## src/rtl/subunit_pkg.sv

```systemverilog
// Shared constants and round-robin helper for the subunit dispatcher.
package subunit_pkg;
  localparam int N_CHILD_DEF = 5;
  localparam int DATA_W_DEF  = 32;
  localparam int CNT_W       = 16;
  localparam int IDX_W       = 4;

  // First set bit of mask at or after start, wrapping modulo n (n <= 16).
  function automatic logic [IDX_W-1:0] rr_next(input logic [15:0]      mask,
                                               input logic [IDX_W-1:0] start,
                                               input int               n);
    logic [IDX_W-1:0] res;
    logic             found;
    int               idx;
    res   = start;
    found = 1'b0;
    for (int k = 0; k < 16; k++) begin
      idx = int'(start) + k;
      if (idx >= n) idx = idx - n;
      if (!found && (k < n) && mask[idx[3:0]]) begin
        res   = idx[IDX_W-1:0];
        found = 1'b1;
      end
    end
    return res;
  endfunction
endpackage

```

## src/rtl/subunit_dispatch_fifo.sv

```systemverilog
// Two-entry synchronous FIFO with occupancy count; head is always visible.
module subunit_dispatch_fifo #(
  parameter int DATA_W = 32
) (
  input  logic              clk,
  input  logic              rst_n,
  input  logic              i_push,
  input  logic              i_pop,
  input  logic [DATA_W-1:0] i_data,
  output logic [DATA_W-1:0] o_head,
  output logic [1:0]        o_count
);
  logic [DATA_W-1:0] r_mem [2];
  logic              r_rd;
  logic              r_wr;
  logic [1:0]        r_count;

  // Caller never pushes when full or pops when empty.
  always_ff @(posedge clk or negedge rst_n) begin
    if (!rst_n) begin
      for (int i = 0; i < 2; i++) r_mem[i] <= '0;
      r_rd    <= 1'b0;
      r_wr    <= 1'b0;
      r_count <= 2'd0;
    end else begin
      if (i_push) begin
        r_mem[r_wr] <= i_data;
        r_wr        <= ~r_wr;
      end
      if (i_pop) r_rd <= ~r_rd;
      case ({i_push, i_pop})
        2'b10:   r_count <= r_count + 2'd1;
        2'b01:   r_count <= r_count - 2'd1;
        default: r_count <= r_count;
      endcase
    end
  end

  assign o_head  = r_mem[r_rd];
  assign o_count = r_count;
endmodule

```

## src/rtl/subunit_dispatcher.sv

```systemverilog
// Round-robin dispatcher from one parent stream to N_CHILD enabled children.
// Define SUBUNIT_DISPATCH_STATS_EN to add saturating per-child dispatch counters (disp_cnt).
module subunit_dispatcher
  import subunit_pkg::*;
#(
  parameter int N_CHILD = N_CHILD_DEF,
  parameter int DATA_W  = DATA_W_DEF
) (
  input  logic                       clk,
  input  logic                       rst_n,
  input  logic                       in_valid,
  output logic                       in_ready,
  input  logic [DATA_W-1:0]          in_data,
  input  logic [N_CHILD-1:0]         child_en,
  output logic [N_CHILD-1:0]         out_valid,
  input  logic [N_CHILD-1:0]         out_ready,
  output logic [DATA_W-1:0]          out_data,
  output logic                       busy
`ifdef SUBUNIT_DISPATCH_STATS_EN
  ,
  output logic [N_CHILD*CNT_W-1:0]   disp_cnt
`endif
);
  logic [1:0]       w_count;
  logic             w_push;
  logic             w_pop;
  logic             w_ne;
  logic             w_tgt_rdy;
  logic             w_any;
  logic [15:0]      w_mask;
  logic [IDX_W-1:0] w_tgt_inc;
  logic [IDX_W-1:0] w_ptr_nxt;
  logic [IDX_W-1:0] w_sel;
  logic [IDX_W-1:0] r_ptr;
  logic [IDX_W-1:0] r_tgt;
  logic             r_tgt_vld;

  subunit_dispatch_fifo #(.DATA_W(DATA_W)) u_fifo (
    .clk     (clk),
    .rst_n   (rst_n),
    .i_push  (w_push),
    .i_pop   (w_pop),
    .i_data  (in_data),
    .o_head  (out_data),
    .o_count (w_count)
  );

  assign in_ready = (w_count != 2'd2);
  assign w_ne     = (w_count != 2'd0);
  assign busy     = w_ne;
  assign w_push   = in_valid & in_ready;

  always_comb begin
    out_valid = '0;
    w_tgt_rdy = 1'b0;
    for (int i = 0; i < N_CHILD; i++) begin
      if (r_tgt == 4'(i)) begin
        out_valid[i] = w_ne & r_tgt_vld;
        w_tgt_rdy    = out_ready[i];
      end
    end
  end

  assign w_pop     = w_ne & r_tgt_vld & w_tgt_rdy;
  assign w_tgt_inc = (r_tgt == 4'(N_CHILD - 1)) ? '0 : r_tgt + 4'd1;
  assign w_ptr_nxt = w_pop ? w_tgt_inc : r_ptr;
  assign w_mask    = 16'(child_en);
  assign w_any     = |child_en;
  assign w_sel     = rr_next(w_mask, w_ptr_nxt, N_CHILD);

  // Target stays locked while a word is presented; it re-selects when idle,
  // after a handshake, or while waiting for a non-zero mask.
  always_ff @(posedge clk or negedge rst_n) begin
    if (!rst_n) begin
      r_ptr     <= '0;
      r_tgt     <= '0;
      r_tgt_vld <= 1'b0;
    end else begin
      r_ptr <= w_ptr_nxt;
      if (!w_ne || w_pop || !r_tgt_vld) begin
        r_tgt     <= w_sel;
        r_tgt_vld <= w_any;
      end
    end
  end

`ifdef SUBUNIT_DISPATCH_STATS_EN
  logic [CNT_W-1:0] r_cnt [N_CHILD];

  always_ff @(posedge clk or negedge rst_n) begin
    if (!rst_n) begin
      for (int i = 0; i < N_CHILD; i++) r_cnt[i] <= '0;
    end else begin
      for (int i = 0; i < N_CHILD; i++) begin
        if (w_pop && (r_tgt == 4'(i)) && (r_cnt[i] != '1)) r_cnt[i] <= r_cnt[i] + 1'b1;
      end
    end
  end

  always_comb begin
    disp_cnt = '0;
    for (int i = 0; i < N_CHILD; i++) disp_cnt[i*CNT_W +: CNT_W] = r_cnt[i];
  end
`endif
endmodule

```

## config.mk

```make
export PLATFORM = sky130hd
export DESIGN_NAME = subunit_dispatcher
export DESIGN_NICKNAME = d
export VERILOG_FILES = /design/src/rtl/subunit_pkg.sv /design/src/rtl/subunit_dispatch_fifo.sv /design/src/rtl/subunit_dispatcher.sv
export SDC_FILE = /design/constraint.sdc
export NUM_CORES = 1
export LEC_CHECK = 0
export ABC_AREA = 1
export ABC_CLOCK_PERIOD_IN_PS = 9500
export BUFFER_PORTS_ARGS = -buffer_cell sky130_fd_sc_hd__buf_2
export CAP_MARGIN = 20
export CORE_MARGIN = 4
export CORE_UTILIZATION = 61
export DETAILED_ROUTE_END_ITERATION = 10
export GPL_TIMING_DRIVEN = 1
export HOLD_SLACK_MARGIN = 0.15
export MAX_ROUTING_LAYER = met4
export PLACE_DENSITY = 0.95
export RECOVER_POWER = 100
export SLEW_MARGIN = 10
export SYNTH_ARGS = -nofsm -noshare
export SYNTH_HDL_FRONTEND = slang
export SYNTH_SLANG_ARGS = --single-unit
```

## constraint.sdc

```tcl
create_clock -name clk -period 9.5 [get_ports clk]
set_input_delay 0.475 -clock clk [delete_from_list [all_inputs] [get_ports clk]]
set_output_delay 0.475 -clock clk [all_outputs]
set_load 0.1 [all_outputs]
```

# Yosys cells after proc, flatten, opt, wreduce, memory -nomap -nowiden

Index checks and enable logic that the tools add are counted.

Register bits after elaboration: 77
Latch bits: 0
RAM bits: 0
Bits in read-only memories: 0
Input port bits: 45
Output and inout bits: 39
Logic and storage cells: 107
Memories: 0

Add/subtract/negate cells: 12
$mul: 0
Divide/modulo/power cells: 0
$lt $le $gt $ge: 13
Equality and inequality tests: 7
Shift-type cells: 0
Mux-type cells: 43
Bitwise gates (word level): 7
Reduce and logical (&&, ||, !) cells: 17

Operators by type and width:

| kind                                                                                | number |
|---|---|
| 32-bit 2-to-1 mux                                                                   | 4 |
| 64-bit bitwise mux                                                                  | 1 |
| 4-bit 2-to-1 mux                                                                    | 12 |
| 32-bit demux with 1-bit select                                                      | 1 |
| 4-bit by 5-bit < comparator with 1-bit output, second input constant                | 5 |
| 1-bit binary-select mux with 4-bit select                                           | 5 |
| 5-bit by 3-bit greater-or-equal comparator with 1-bit output, second input constant | 4 |
| 4-bit by 3-bit subtractor with 4-bit output, second input constant                  | 5 |
| 1-bit 2-to-1 mux                                                                    | 19 |
| 4-bit by 2-bit adder with 5-bit output, second input constant                       | 2 |
| 4-bit by 2-bit equality test with 1-bit output, second input constant               | 2 |
| 1-bit logical NOT                                                                   | 6 |
| 4-bit by 1-bit adder with 5-bit output, second input constant                       | 1 |
| 4-bit by 3-bit adder with 5-bit output, second input constant                       | 1 |
| 1-bit logical AND                                                                   | 5 |
| 5-bit OR reduction                                                                  | 1 |
| 4-bit by 1-bit adder with 4-bit output, second input constant                       | 1 |
| 4-bit by 1-bit equality test with 1-bit output, second input constant               | 1 |
| 4-bit by 3-bit equality test with 1-bit output, second input constant               | 1 |
| 2-bit greater-or-equal comparator, second input constant                            | 2 |
| 4-bit by 3-bit greater-or-equal comparator with 1-bit output, second input constant | 1 |
| 4-bit logical NOT                                                                   | 1 |
| 1-bit NOT with 2-bit output                                                         | 2 |
| 2-bit one-hot mux with 2 select lines                                               | 1 |
| other kinds (10)                                                                    | 15 |

# Logic depth before layout (Yosys ltp)

Gate-level depths: netlist (run 1).

Depth in word-level cells: 25
Mapped depth: 32
Mapped depth without buffers: 31

# By module

A second synthesis (run 1) with hierarchy kept.

Cell total of the unflattened synthesis: 709
Area, all modules: 5205.0 um^2

Modules (own cells, without submodules):

| module                | instances | cells each | area an instance (um^2) |
|---|---|---|---|
| subunit_dispatch_fifo | 1         | 362        | 3085.5 |
| subunit_dispatcher    | 1         | 347        | 2119.5 |

# Worst setup path before layout (run 1)

Ideal clock, no wire load.

Path kind: reg-to-reg
From: register r_tgt[0]
To: register r_tgt[0]
Setup time: 0.116 ns
Data arrival time: 3.548 ns
Setup slack: 5.836 ns
Stages on the path, launching flop included: 29
Clock period less this slack: 3.664 ns
Cells stage by stage: dfrtp_1 -> inv_1 -> ha_1 -> nand3_2 -> or2_4 -> nand3_4 -> buf_6 -> nand2_1 -> o21a_2 -> inv_1 -> ha_1 -> inv_1 -> o21ai_0 -> nand2_4 -> inv_1 -> nand2_1 -> o21ai_1 -> inv_1 -> o211ai_1 -> nand3b_1 -> nand2_1 -> buf_4 -> nand2_1 -> nor2_1 -> nand2_1 -> nand3_1 -> nand2_1 -> nand2_1 -> nand2_1

Cells in the longest elaborated chain, start to end: 25
Elaborated cells on any way between the ends: 62
Those cells by class: add/sub (10); order compare (5); eq/ne (4); mux (31); bitwise (1); reduce/logical (11)

RTL lines:

| element                                                                         | RTL line                 | source |
|---|---|---|
| start, declared                                                                 | subunit_dispatcher.sv:35 | `logic [IDX_W-1:0] r_tgt;` |
| start signal, assigned                                                          | subunit_dispatcher.sv:81 | `r_tgt <= w_sel;` |
| 4-bit logical NOT                                                               | subunit_dispatcher.sv:57 | `if (r_tgt == 4'(i)) begin` |
| 1-bit 2-to-1 mux (5 in series)                                                  | subunit_dispatcher.sv:57 |  |
| 1-bit bitwise AND                                                               | subunit_dispatcher.sv:64 | `assign w_pop = w_ne & r_tgt_vld & w_tgt_rdy;` |
| 4-bit 2-to-1 mux *                                                              | subunit_dispatcher.sv:66 | `assign w_ptr_nxt = w_pop ? w_tgt_inc : r_ptr;` |
| via w_ptr_nxt[1]                                                                | subunit_dispatcher.sv:32 | `logic [IDX_W-1:0] w_ptr_nxt;` |
| branches (longest 16 deep; another with 4-bit by 1-bit adder with 5-bit output) | n/a                      |  |
| 4-bit 2-to-1 mux *                                                              | subunit_pkg.sv:20        | `if (!found && (k < n) && mask[idx[3:0]]) begin` |

Mark *: on every way through the listed nets, which the timed path passes. The select of a mux whose other input is x is not followed.
A chain may end at the register's enable or synchronous reset.

# Worst setup path after layout (run 1)

Same ends and word-level chain as after synthesis.

==> flow_metrics.py, run 1 <==
metrics = {
    "route": {
        "wire_per_inst_um": 15.8,
        "viasPerCell": 5.68,
        "wl_met3_um": 677,
        "drt_iter0_markers": 391,
        "dr_total_vias": 4492,
        "first_pass_iters": 5,
        "remaining_drc_errors": 0,
        "wl_met1_um": 5080,
        "dr_wl_met2_um": 6390,
        "highest_layer": "met4",
        "wl_um": 12500,
        "ant_nets": 0,
    },
    "clocking": {
        "cts_max_level": 3,
        "ctsHoldBuffers": 0,
        "path_clk_slew_ns": 0.09,
        "cts_buffers": 9,
        "clock_latency_ns": 0.36,
        "cts_tree": "done",
        "clock-sinks": 77,
        "clk_path_buf_depth": 2,
        "post_cts_buffers": 0,
        "ctsRootBufferMaster": "clkbuf_8",
        "cts_resized": 0,
    },
    "sta": {
        "rsz0062_at_grt": "false",
        "slew_headroom": -1.66,
        "period_minus_slack_ns": 5.25,
        "final.period_utilization": 0.552,
        "final_hold_viol_count": 0,
        "setup_tns_ns": 0,
        "slew_viol_final": 222,
        "maxClockFrequency_mhz": 191,
        "setup_viol": 0,
        "fin_skew_ns": 0.00807,
        "max_slew.worst_pin.slew_ns": 3.99,
    },
    "final_layout": {
        "final_core_util": 0.708,
        "antenna_cells": 0,
        "area_growth_syn_to_layout_pct": 11.9,
        "final_layout_size_suffix_gt1_frac": 0.199,
        "final_cell_mix": "nand2_1, dfrtp_1, inv_1, o21ai_0, nand3_1",
        "fin_nets": 749,
        "instances_no_fill": 791,
        "layout_commonest_cell": "nand2_1",
    },
    "yosys": {
        "synth.distinct_cells": 44,
        "avgSynthCellArea_um2": 8.09,
        "synth_area_um2": 4910,
        "ys_seq_area_frac": 0.392,
        "syn_inst": 607,
        "yosys_warnings": 0,
        "syn_nets": 672,
        "synth_seq_cells": 77,
    },
    "place": {
        "placedCellCount": 774,
        "dpl.hpwl_um": 9010,
        "gp_congestion": 1.01,
        "io_buffers": 83,
    },
    "global_routing": {
        "grt.overflow.total": 0,
        "grt_first_pass_wirelength_um": 21300,
        "grt_max_degree": 78,
        "grt_pass1_vias": 4566,
        "antenna_found_initial": 0,
        "gr-usage-all-layers": 0.274,
    },
    "critical_path": {
        "crit_path_max_fanout": 12,
        "slowest_stage": "nand2_1",
        "cp_common_cell": "nand2_1",
        "cp-start-kind": "register",
        "critPathMaxStageDelay_ns": 0.46,
        "setup.worst_path.end_class": "register",
        "worstPathRequired_ns": 9.74,
        "critPathArrivalTime_ns": 5.49,
        "critPathKind": "reg2reg",
    },
    "die": {
        "initial_core_util": 0.632,
        "dieWidth_um": 97.7,
        "rows": 32,
        "dieHeight_um": 97.7,
        "io_pins": 84,
        "dieArea_um2": 9550,
        "core-area_um2": 7770,
    },
    "outcome": {
        "outcome": "finished with violations",
        "violations": "capacitance limit, slew limit",
    },
    "job": {
        "drv_cap": 4,
    },
    "worst_hold_path": {
        "min_path_type": "in2reg",
    },
}
[sequential cells by signal, summed over array words and instances, names as in the netlist]
signal / cells
r_tgt: 4
r_tgt_vld: 1
u_fifo.r_rd: 1
u_fifo.r_wr: 1
r_ptr: 4
u_fifo.r_mem: 64
u_fifo.o_count: 2
[metrics by stage]
step	worst slack, ns	area [um2]	hold WS [ns]
finish	4.25	5500	0.374
floorplan	5.84	4910	0.179
detailed placement	5.21	5390	0.469
CTS	5.15	5620	0.292
global route	3.74	5500	0.385
global placement	5.46	5390	0.460
[final cells by class]
class | instances | area (um2)
fillers | 602 | 2270
flip-flops and latches | 77 | 1930
multi-input cells | 430 | 2540
clock buffers | 9 | 124
repair buffers | 85 | 374
clock inverters | 7 | 104
well taps | 102 | 128
inverters | 81 | 304
[critical path, delay by kind of cell (launching register included)]
| family | cells | cell delay, ns |
|---|---|---|
| adder cells (fa/ha/maj) | 2 | 0.51 |
| AO/OA/AOI/OAI | 3 | 0.56 |
| buffers and inverters | 5 | 0.71 |
| AND/OR/NAND/NOR | 15 | 2.93 |
| flip-flops | 1 | 0.42 |
[layer usage]
layer,GRT usage,vias to the layer above
li1,-,2125
met1,0.331,2141
met4,0.101,0
met2,0.468,183
met3,0.0407,43
met5,-,-
[kinds of logic after synthesis]
kind of cell / Yosys count / share of synthesized area
DFF: 77 / 0.392
AOI/OAI and AO/OA: 97 / 0.111
muxes: 32 / 0.0734
and+or+nand+nor: 274 / 0.280
adders and majority gates: 20 / 0.0509
xor gates and xnor gates: 7 / 0.0140
buffers and inverters: 100 / 0.0787
[synthesized netlist by cell type (all sizes together)]
| library cell | number | area, um2 |
|---|---|---|
| xor2 | 2 | 17.5 |
| mux2 | 32 | 360 |
| a31oi | 1 | 6.26 |
| o22ai | 1 | 6.26 |
| clkbuf | 17 | 63.8 |
| buf | 2 | 18.8 |
| o21bai | 1 | 11.3 |
| o211ai | 4 | 30.0 |
| a21oi | 5 | 28.8 |
| xnor2 | 5 | 51.3 |
| nand4 | 14 | 106 |
| a21boi | 3 | 33.8 |
| nand2 | 173 | 746 |
| inv | 81 | 304 |
| a31o | 1 | 8.76 |
| a22oi | 1 | 12.5 |
| dfrtp | 77 | 1930 |
| nor2 | 25 | 131 |
| o21ai | 79 | 399 |
| nor3 | 4 | 20.0 |
| ha | 20 | 250 |
| o21a | 1 | 8.76 |
| or2 | 3 | 21.3 |
| nand3 | 49 | 288 |
| nand3b | 6 | 61.3 |
[final timing paths]
path / from / depth (start not counted) / end / slack [ns]
setup / recovery: r_tgt[0] / 25 / r_tgt[0] / 4.25
hold / removal: in_data[2] / 3 / u_fifo.r_mem[34] / 0.37
setup reg to reg: r_tgt[0] / 25 / r_tgt[0] / 4.25
hold reg to reg: u_fifo.r_mem[10] / 2 / u_fifo.r_mem[10] / 0.49
max in group asynchronous: rst_n / 1 / u_fifo.r_mem[1] / 5.78
min in group asynchronous: rst_n / 1 / u_fifo.r_mem[7] / 1.51
Power of run 1 is left out: the tool's default activity adds up to more than one toggle a clock period on the data nets, which glitch-free logic cannot reach.
==> run 2, diff against run 1 <==
--- a/config.mk
+++ b/config.mk
@@ -6,16 +6,16 @@
 export NUM_CORES = 1
 export LEC_CHECK = 0
 export ABC_AREA = 1
-export ABC_CLOCK_PERIOD_IN_PS = 9500
+export ABC_CLOCK_PERIOD_IN_PS = 5400
 export BUFFER_PORTS_ARGS = -buffer_cell sky130_fd_sc_hd__buf_2
 export CAP_MARGIN = 20
 export CORE_MARGIN = 4
-export CORE_UTILIZATION = 61
+export CORE_UTILIZATION = 57
 export DETAILED_ROUTE_END_ITERATION = 10
 export GPL_TIMING_DRIVEN = 1
 export HOLD_SLACK_MARGIN = 0.15
 export MAX_ROUTING_LAYER = met4
-export PLACE_DENSITY = 0.95
+export PLACE_DENSITY = 0.9
 export RECOVER_POWER = 100
 export SLEW_MARGIN = 10
 export SYNTH_ARGS = -nofsm -noshare
==> constraint.sdc (replaced) <==
create_clock -name clk -period 5.4 [get_ports clk]
set_input_delay 0.27 -clock clk [delete_from_list [all_inputs] [get_ports clk]]
set_output_delay 0.27 -clock clk [all_outputs]
set_load 0.1 [all_outputs]
==> run 2 against run 1 <==
Sequential share of layout area shrank 0.15 points; wire length shrank 2.1%; non-clock buffer count grew 1; final cell count grew 0.38%; maximum frequency grew 14%; utilization shrank 4.2 points; the run still ends with capacitance limit, slew limit left.
==> flow_metrics.py, run 2 (synthesis gave the netlist of run 1 again) <==
metrics = {
    "critical_path": {
        "cp-start-kind": "register",
        "critPathKind": "reg2reg",
        "setup.worst_path.end_class": "register",
        "crit_path_max_fanout": 12,
        "critPathArrivalTime_ns": 4.84,
        "worstPathRequired_ns": 5.65,
    },
    "global_routing": {
        "gr-usage-all-layers": 0.249,
        "grt_max_degree": 78,
        "grt_first_pass_wirelength_um": 19800,
        "grt_pass1_vias": 4322,
        "grt.overflow.total": 0,
        "antenna_found_initial": 0,
    },
    "sta": {
        "maxClockFrequency_mhz": 218,
        "setup_tns_ns": 0,
        "whs_ns": 0.169,
        "final.period_utilization": 0.851,
        "max_slew.worst_pin.slew_ns": 4.03,
        "final_hold_viol_count": 0,
        "setup_viol": 0,
        "rsz0062_at_grt": "false",
        "fin_skew_ns": 0.00886,
        "slew_viol_final": 230,
        "slew_headroom": -1.69,
        "period_minus_slack_ns": 4.60,
    },
    "clocking": {
        "cts_tree": "done",
        "cts_buffers": 9,
        "cts_resized": 0,
        "clk_path_buf_depth": 2,
        "clock_latency_ns": 0.35,
        "ctsRootBufferMaster": "clkbuf_8",
        "ctsHoldBuffers": 1,
        "post_cts_buffers": 0,
        "clock-sinks": 77,
        "cts_max_level": 3,
        "path_clk_slew_ns": 0.09,
    },
    "final_layout": {
        "fin_area_um2": 5520,
        "antenna_cells": 0,
        "largest_reg_flops": 64,
        "final_cell_mix": "nand2_1, dfrtp_1, inv_1, o21ai_0, buf_2",
        "regMostFlops": "u_fifo.r_mem",
        "layout_commonest_cell": "nand2_1",
        "largest_registers": "u_fifo.r_mem x64, r_ptr x4, r_tgt x4",
        "fin_nets": 750,
        "area_growth_syn_to_layout_pct": 12.4,
        "final_layout_size_suffix_gt1_frac": 0.203,
    },
    "outcome": {
        "violations": "capacitance limit, slew limit",
        "outcome": "finished with violations",
    },
    "place": {
        "io_buffers": 83,
        "placed_area_um2": 5390,
        "dpl.hpwl_um": 8740,
        "gp_congestion": 0.928,
    },
    "route": {
        "wire_per_inst_um": 15.4,
        "wl_met1_um": 5210,
        "drt_iter0_markers": 206,
        "wl_um": 12300,
        "remaining_drc_errors": 0,
        "dr_total_vias": 4378,
        "viasPerCell": 5.51,
        "first_pass_iters": 5,
        "ant_nets": 0,
        "highest_layer": "met4",
        "dr_wl_met2_um": 6150,
        "wl_met3_um": 573,
    },
    "die": {
        "io_pins": 84,
        "initial_core_util": 0.592,
        "core-area_um2": 8300,
        "rows": 33,
        "dieArea_um2": 10200,
        "dieHeight_um": 101,
        "dieWidth_um": 101,
    },
    "worst_hold_path": {
        "min_path_type": "in2reg",
    },
    "job": {
        "drv_cap": 4,
    },
}
run 2: critical path: stages, from the launching register on:
cell      delay, ns
dfrtp_1        0.42
inv_1          0.13
ha_1           0.22
nand3_2        0.14
nand2_1        0.11
inv_2          0.03
nand2_1        0.18
nand3_4        0.20
nand2_1        0.10
o21a_2         0.31
inv_1          0.20
ha_1           0.24
o21ai_0        0.34
nand2_4        0.11
inv_1          0.14
nand2_1        0.07
o21ai_0        0.15
inv_1          0.10
o211ai_1       0.10
nand3b_1       0.09
nand2_1        0.35
nand3_1        0.22
nor2_1         0.22
nand3_1        0.10
nand2_1        0.07
inv_1          0.04
nand2_1        0.05
nand2_1        0.04
run 2: cell type report:
type                            count  area [um2]
Timing Repair Buffer               86         384
Tap cell                          105         131
Inverter                           81         304
Sequential cell                    77        1930
Fill cell                         656        2780
Clock buffer                       10         138
Multi-Input combinational cell    430        2550
Clock inverter                      5        82.6
run 2: worst paths after layout:
kind                              from          endpoint  slack (ns)  cells after the start
hold reg to reg            u_fifo.r_rd       u_fifo.r_rd        0.48                      1
hold / removal             in_data[31]  u_fifo.r_mem[63]        0.17                      3
max in group asynchronous        rst_n  u_fifo.r_mem[46]        1.27                      2
setup reg to reg              r_tgt[0]          r_tgt[1]        0.80                     27
setup / recovery              r_tgt[0]          r_tgt[1]        0.80                     27
min in group asynchronous        rst_n   u_fifo.r_mem[4]        1.85                      2
run 2: metal layers:
layer / vias to the layer above / GRT usage
li1: 2130 / -
met1: 2062 / 0.298
met2: 151 / 0.415
met3: 35 / 0.0339
met4: 0 / 0.119
met5: - / -
run 2: stage by stage:
step / utilization / setup WS, ns / instances
after floorplan: - / 1.74 / 607
after global placement: 0.650 / 1.26 / 777
after detailed placement: 0.650 / 0.999 / 777
after CTS: 0.677 / 0.960 / 793
after global routing: 0.665 / 0.395 / 794
final: 0.665 / 0.803 / 794
Power of run 2 is left out for the same reason.
